--- src/rtl/fetch_pkg.sv ---
// Shared definitions for the instruction fetch front end: mirror-FSM encoding,
// the NOP returned on an empty queue, and helpers used by the fetch unit.
package fetch_pkg;

  localparam logic [1:0] F_IDLE   = 2'd0;
  localparam logic [1:0] F_LOOKUP = 2'd1;
  localparam logic [1:0] F_MISS   = 2'd2;

  localparam logic [31:0] NOP_INST = 32'h00000013;

  // Each queue entry carries {pc, instruction}.
  function automatic int entry_width(int addr_w, int data_w);
    return addr_w + data_w;
  endfunction

  // Saturating event counter step.
  function automatic logic [31:0] sat_inc(logic [31:0] value, logic en);
    return (en && value != 32'hFFFF_FFFF) ? value + 32'd1 : value;
  endfunction

endpackage

--- src/rtl/fetch_queue.sv ---
// Synchronous FIFO holding fetched {pc, instruction} entries for decode.
// Flush empties the queue in one cycle and takes priority over push/pop.
module fetch_queue #(
  parameter int DEPTH = 4,
  parameter int WIDTH = 64
) (
  input  logic                     clk,
  input  logic                     rst_n,
  input  logic                     push,
  input  logic                     pop,
  input  logic                     flush,
  input  logic [WIDTH-1:0]         wdata,
  output logic [WIDTH-1:0]         rdata,
  output logic [$clog2(DEPTH):0]   count
);

  localparam int PW = $clog2(DEPTH);
  localparam int CW = PW + 1;

  logic [WIDTH-1:0] mem [DEPTH];
  logic [PW-1:0]    rd_ptr;
  logic [PW-1:0]    wr_ptr;
  logic             do_pop;

  assign do_pop = pop && (count != '0);
  assign rdata  = mem[rd_ptr];

  // NOTE: storage has no reset; validity is tracked by count alone, which keeps
  // the array a plain RAM with no reset fan-out.
  always_ff @(posedge clk) begin
    if (push) mem[wr_ptr] <= wdata;
  end

  // NOTE: sequential state uses non-blocking assignments so every register
  // samples pre-edge values regardless of statement order.
  always_ff @(posedge clk) begin
    if (!rst_n) begin
      rd_ptr <= '0;
      wr_ptr <= '0;
      count  <= '0;
    end else if (flush) begin
      rd_ptr <= '0;
      wr_ptr <= '0;
      count  <= '0;
    end else begin
      if (push)   wr_ptr <= wr_ptr + 1'b1;
      if (do_pop) rd_ptr <= rd_ptr + 1'b1;
      count <= count + CW'(push) - CW'(do_pop);
    end
  end

  push_when_full: assert property (@(posedge clk) disable iff (!rst_n)
    !(push && !flush && count == CW'(DEPTH)));

endmodule

--- src/rtl/inst_fetch_unit.sv ---
// Fetch front end: PC, cache-mirror FSM, redirect squash and the fetch queue.
// Optional perf counters are compiled in with `define FETCH_PERF_CNT_EN.
module inst_fetch_unit
  import fetch_pkg::*;
#(
  parameter int              ADDR_W   = 32,
  parameter int              DATA_W   = 32,
  parameter logic [ADDR_W-1:0] RESET_PC = 32'h00000000,
  parameter int              FQ_DEPTH = 4
) (
  input  logic              ACLK,
  input  logic              ARESETn,
  output logic              CPU_REQ,
  output logic [ADDR_W-1:0] CPU_REQ_ADDR,
  input  logic              CPU_REQ_VALID,
  input  logic [DATA_W-1:0] CPU_REQ_DATA,
  input  logic              REDIRECT,
  input  logic [ADDR_W-1:0] REDIRECT_PC,
  output logic              INST_VALID,
  input  logic              INST_READY,
  output logic [DATA_W-1:0] INST_DATA,
  output logic [ADDR_W-1:0] INST_PC
`ifdef FETCH_PERF_CNT_EN
  ,
  output logic [31:0]       PERF_MISS_CNT,
  output logic [31:0]       PERF_FULL_CYC,
  output logic [31:0]       PERF_SQUASH_CNT
`endif
);

  localparam int EW = entry_width(ADDR_W, DATA_W);
  localparam int CW = $clog2(FQ_DEPTH) + 1;

  logic [ADDR_W-1:0] pc;
  logic [1:0]        state;
  logic [1:0]        state_next;
  logic              kill;
  logic              run;
  logic [CW-1:0]     count;
  logic [CW-1:0]     limit;
  logic [EW-1:0]     head;
  logic              in_miss;
  logic              req;
  logic              accept;
  logic              pop;

  assign in_miss = (state == F_MISS);

  // A miss keeps one slot reserved; pre-pop count makes this conservative.
  assign limit = in_miss ? CW'(FQ_DEPTH - 1) : CW'(FQ_DEPTH);
  assign req   = run && (count < limit) && !REDIRECT;

  assign CPU_REQ      = req;
  assign CPU_REQ_ADDR = pc;

  assign accept = CPU_REQ_VALID && !kill && !REDIRECT &&
                  (in_miss || (state == F_LOOKUP && req));

  assign INST_VALID = (count != '0);
  assign pop        = INST_VALID && INST_READY;
  assign INST_PC    = INST_VALID ? head[EW-1 -: ADDR_W] : '0;
  assign INST_DATA  = INST_VALID ? head[DATA_W-1:0] : DATA_W'(NOP_INST);

  always_comb begin
    state_next = state;
    case (state)
      F_IDLE:   if (req) state_next = F_LOOKUP;
      F_LOOKUP: begin
        if (!req)               state_next = F_IDLE;
        else if (CPU_REQ_VALID) state_next = F_LOOKUP;
        else                    state_next = F_MISS;
      end
      F_MISS:   if (CPU_REQ_VALID) state_next = req ? F_LOOKUP : F_IDLE;
      default:  state_next = F_IDLE;
    endcase
  end

  always_ff @(posedge ACLK) begin
    if (!ARESETn) begin
      pc    <= RESET_PC;
      state <= F_IDLE;
      kill  <= 1'b0;
      run   <= 1'b0;
    end else begin
      run   <= 1'b1;
      state <= state_next;
      // An outstanding miss response belongs to the old stream once redirected.
      kill  <= in_miss && !CPU_REQ_VALID && (kill || REDIRECT);
      if (REDIRECT)    pc <= REDIRECT_PC & ~ADDR_W'(3);
      else if (accept) pc <= pc + ADDR_W'(4);
    end
  end

  fetch_queue #(
    .DEPTH (FQ_DEPTH),
    .WIDTH (EW)
  ) u_queue (
    .clk   (ACLK),
    .rst_n (ARESETn),
    .push  (accept),
    .pop   (pop),
    .flush (REDIRECT),
    .wdata ({pc, CPU_REQ_DATA}),
    .rdata (head),
    .count (count)
  );

`ifdef FETCH_PERF_CNT_EN
  logic discard;

  assign discard = CPU_REQ_VALID && (kill || REDIRECT) && (in_miss || state == F_LOOKUP);

  always_ff @(posedge ACLK) begin
    if (!ARESETn) begin
      PERF_MISS_CNT   <= '0;
      PERF_FULL_CYC   <= '0;
      PERF_SQUASH_CNT <= '0;
    end else begin
      PERF_MISS_CNT   <= sat_inc(PERF_MISS_CNT, state == F_LOOKUP && state_next == F_MISS);
      PERF_FULL_CYC   <= sat_inc(PERF_FULL_CYC, count == CW'(FQ_DEPTH));
      PERF_SQUASH_CNT <= sat_inc(PERF_SQUASH_CNT, discard);
    end
  end
`endif

endmodule

--- config.mk ---
export PLATFORM = sky130hd
export DESIGN_NAME = inst_fetch_unit
export DESIGN_NICKNAME = d
export VERILOG_FILES = /design/src/rtl/fetch_pkg.sv /design/src/rtl/fetch_queue.sv /design/src/rtl/inst_fetch_unit.sv
export SDC_FILE = /design/constraint.sdc
export NUM_CORES = 1
export LEC_CHECK = 0
export CAP_MARGIN = 10
export CORE_MARGIN = 10
export CORE_UTILIZATION = 54
export CTS_CLUSTER_DIAMETER = 30
export DETAILED_ROUTE_END_ITERATION = 6
export PLACE_DENSITY_LB_ADDON = 0.25
export SYNTH_ARGS = -nofsm -noshare
export SYNTH_HDL_FRONTEND = slang
export SYNTH_SLANG_ARGS = --single-unit
export TNS_END_PERCENT = 5
--- constraint.sdc ---
create_clock -name ACLK -period 3.73 [get_ports ACLK]
set_input_delay 0.746 -clock ACLK [delete_from_list [all_inputs] [get_ports ACLK]]
set_output_delay 0.746 -clock ACLK [all_outputs]
set_load 0.01 [all_outputs]
==> impl_metrics.env <==
export IMPL_hold_class="reg -> reg"
export IMPL_design_area_sq_mm=0.0155
export IMPL_gp_congestion=0.859
export IMPL_ys_flop_type="edfxtp_1"
export IMPL_nets=950
export IMPL_max_cap_violations=0
export IMPL_cts_tree="built"
export IMPL_hold_buffers=0
export IMPL_clkSinkCount=291
export IMPL_io_buffer_count=160
export IMPL_synth_seq_area_share_pct=70.7
export IMPL_synthArstFlopShare_pct=0
export IMPL_first_global_vias=7526
export IMPL_placedInstanceArea_sq_mm=0.0137
export IMPL_grt_antenna_before_repair=0
export IMPL_grt_total_usage_pct=19.5
export IMPL_fmax_ghz=0.284
export IMPL_die_w_microns=168
export IMPL_cts_resized=0
export IMPL_clockRootBuffer="clkbuf_16"
export IMPL_start_kind="flip-flop"
export IMPL_fin_tns_setup_ns=0
export IMPL_p_leak_nw=5.09
export IMPL_die_h_microns=168
export IMPL_outcome="finished, final reports clean"
export IMPL_critical_path_max_fanout=23
export IMPL_avgRoutedWirePerCell_microns=23.3
export IMPL_worst_ep_required_time_ns=2.98
export IMPL_netlist_instances=677
export IMPL_dp_hpwl_microns=17200
export IMPL_finalPower_mw=8.44
export IMPL_clock_latency_ns=0.53
export IMPL_core_area_sq_mm=0.0212
export IMPL_worstMarginPinSlew_ns=0.777
export IMPL_first_pass_iters=5
export IMPL_cts_buffers=49
export IMPL_final_common_cell="edfxtp_1"
export IMPL_path_clk_slew_ns=0.05
export IMPL_drtIter0Drc=650
export IMPL_drive_above_1_share_pct=21.1
export IMPL_grt_pass1_wl_microns=43200
export IMPL_dieArea_sq_mm=0.0281
export IMPL_syn_mean_instance_area_sq_um=17.4
export IMPL_syn_area_sq_mm=0.0118
export IMPL_yosysUniqueCellTypes=58
export IMPL_synth_edf_count=248
export IMPL_grt_overflow_total=0
export IMPL_crit_type="reg -> out"
export IMPL_fin_worst_skew_ns=0.0127
export IMPL_vias=6946
export IMPL_power_density_mw_per_mm2=546
export IMPL_synth_warnings=0
export IMPL_postCtsSetupRepairBufs=0
export IMPL_nFillCells=1318
export IMPL_ys_seq_elements=291
export IMPL_cp_end_kind="primary output"
export IMPL_grt_max_degree=44
export IMPL_drcViolationCount=0
export IMPL_multi_input_area_sq_mm=0.00319
export IMPL_vias_per_cell=5.84
export IMPL_relSlewSlack_pct=47.7
export IMPL_layout_common_cells="edfxtp_1 (248), clkdlybuf4s50_1 (160), and2_1 (63)"
export IMPL_area_growth_pct=31.5
export IMPL_seq_area_sq_mm=0.00832
export IMPL_finalHoldViolCount=0
export IMPL_final_min_clock_period_ns=3.52
export IMPL_arrival_ns=2.77
export IMPL_ant_nets=0
export IMPL_vdd_drop_max_uv=314
export IMPL_htree_levels=2
export IMPL_core_rowCount=53
export IMPL_ios=167
export IMPL_slew_violations=0
export IMPL_clockBufferDepth=3
export IMPL_initial_core_util_pct=55.4
export IMPL_setup_viol=0
export IMPL_rsz0062_at_grt="false"
export IMPL_insertedDiodeCount=0
export IMPL_drt_wl_total_microns=27700
export IMPL_post_route_period_util_pct=94.3
-- cells by family (layout without fill, tap and decap cells) --
family	after synthesis	in the layout	share of synthesized area (%)
simple gates	166	166	8.33
compound gates	79	79	4.72
other cells	1	4	0.0319
fa+ha+maj	9	9	1.00
xor+xnor	13	13	0.969
mux	62	62	11.9
buf+inv	56	290	2.39
flops	291	291	70.7
-- per-stage QoR --
stage / hold slack, ns / cells / utilization [%] / setup WS [ns]
final: 0.516 / 1189 / 72.8 / 0.211
after detailed placement: 0.504 / 1097 / 64.8 / 0.619
after CTS: 0.510 / 1189 / 72.8 / 0.129
after global placement: 0.476 / 1097 / 64.8 / 0.657
after global routing: 0.529 / 1189 / 72.8 / 0.0199
after floorplan: 0.449 / 680 / - / 0.226
-- power breakdown --
group / internal [mW] / leakage (nW) / switching (mW) / total, mW
sequential: 3.56 / 2.60 / 0.0541 / 3.61
combinational: 0.154 / 1.66 / 0.124 / 0.278
clock: 3.01 / 0.832 / 1.54 / 4.55
total: 6.72 / 5.09 / 1.72 / 8.44
-- worst max-delay path, cell delays in order (launching register included) --
cell	delay [ns]
dfxtp_4	0.66
buf_4	0.35
mux4_2	0.56
and2_1	0.19
clkdlybuf4s50_1	0.48
-- per-layer routing --
metal	vias up	global-route usage (%)	share of wire, %
met1	3523	25.1	40
met5	-	0	0
met2	308	32.1	50
met4	0	4.77	1.1
li1	3081	-	-
met3	34	5.48	8.4
-- path summary, 6_finish.rpt --
| check | from | end | slack [ns] | cells past startpoint |
|---|---|---|---|---|
| hold reg to reg | u_queue.wr_ptr[1] | u_queue.wr_ptr[1] | 0.52 | 2 |
| setup / recovery | flip-flop | INST_PC[7] | 0.21 | 4 |
| hold / removal | u_queue.wr_ptr[1] | u_queue.wr_ptr[1] | 0.52 | 2 |
| setup reg to reg | u_queue.count[2] | u_queue.count[1] | 0.88 | 10 |
-- cells in the mapped netlist (5+ instances only) --
cell	instances	share of area (%)
a21oi_1	27	1.1
and2_1	67	3.6
and3_1	6	0.32
buf_2	7	0.30
buf_4	6	0.38
clkbuf_1	21	0.67
dfxtp_1	43	7.3
edfxtp_1	248	63
ha_1	7	0.75
inv_1	15	0.48
mux4_2	62	12
nand2_1	26	0.83
nand3_1	11	0.47
nor2_1	13	0.42
nor3_1	9	0.38
nor4_1	8	0.43
o211ai_1	6	0.38
o21a_1	5	0.32
o21ai_0	8	0.34
xnor2_1	12	0.89
-- cell type report --
type,count,area share (%)
Clock buffer,55,8.42
Clock inverter,37,2.65
Inverter,16,0.389
Multi-Input combinational cell,333,20.6
Sequential cell,291,53.8
Tap cell,275,2.23
Timing Repair Buffer,182,11.9
-- flip-flops by register name (all words and copies together), names as in the netlist, named ones only --
signal and cells:
u_queue.mem 248, CPU_REQ_ADDR 30, u_queue.count 3, state 2
u_queue.rd_ptr 2, u_queue.wr_ptr 2, kill 1, run 1
Note: power is estimated with default switching activity, not from simulation.
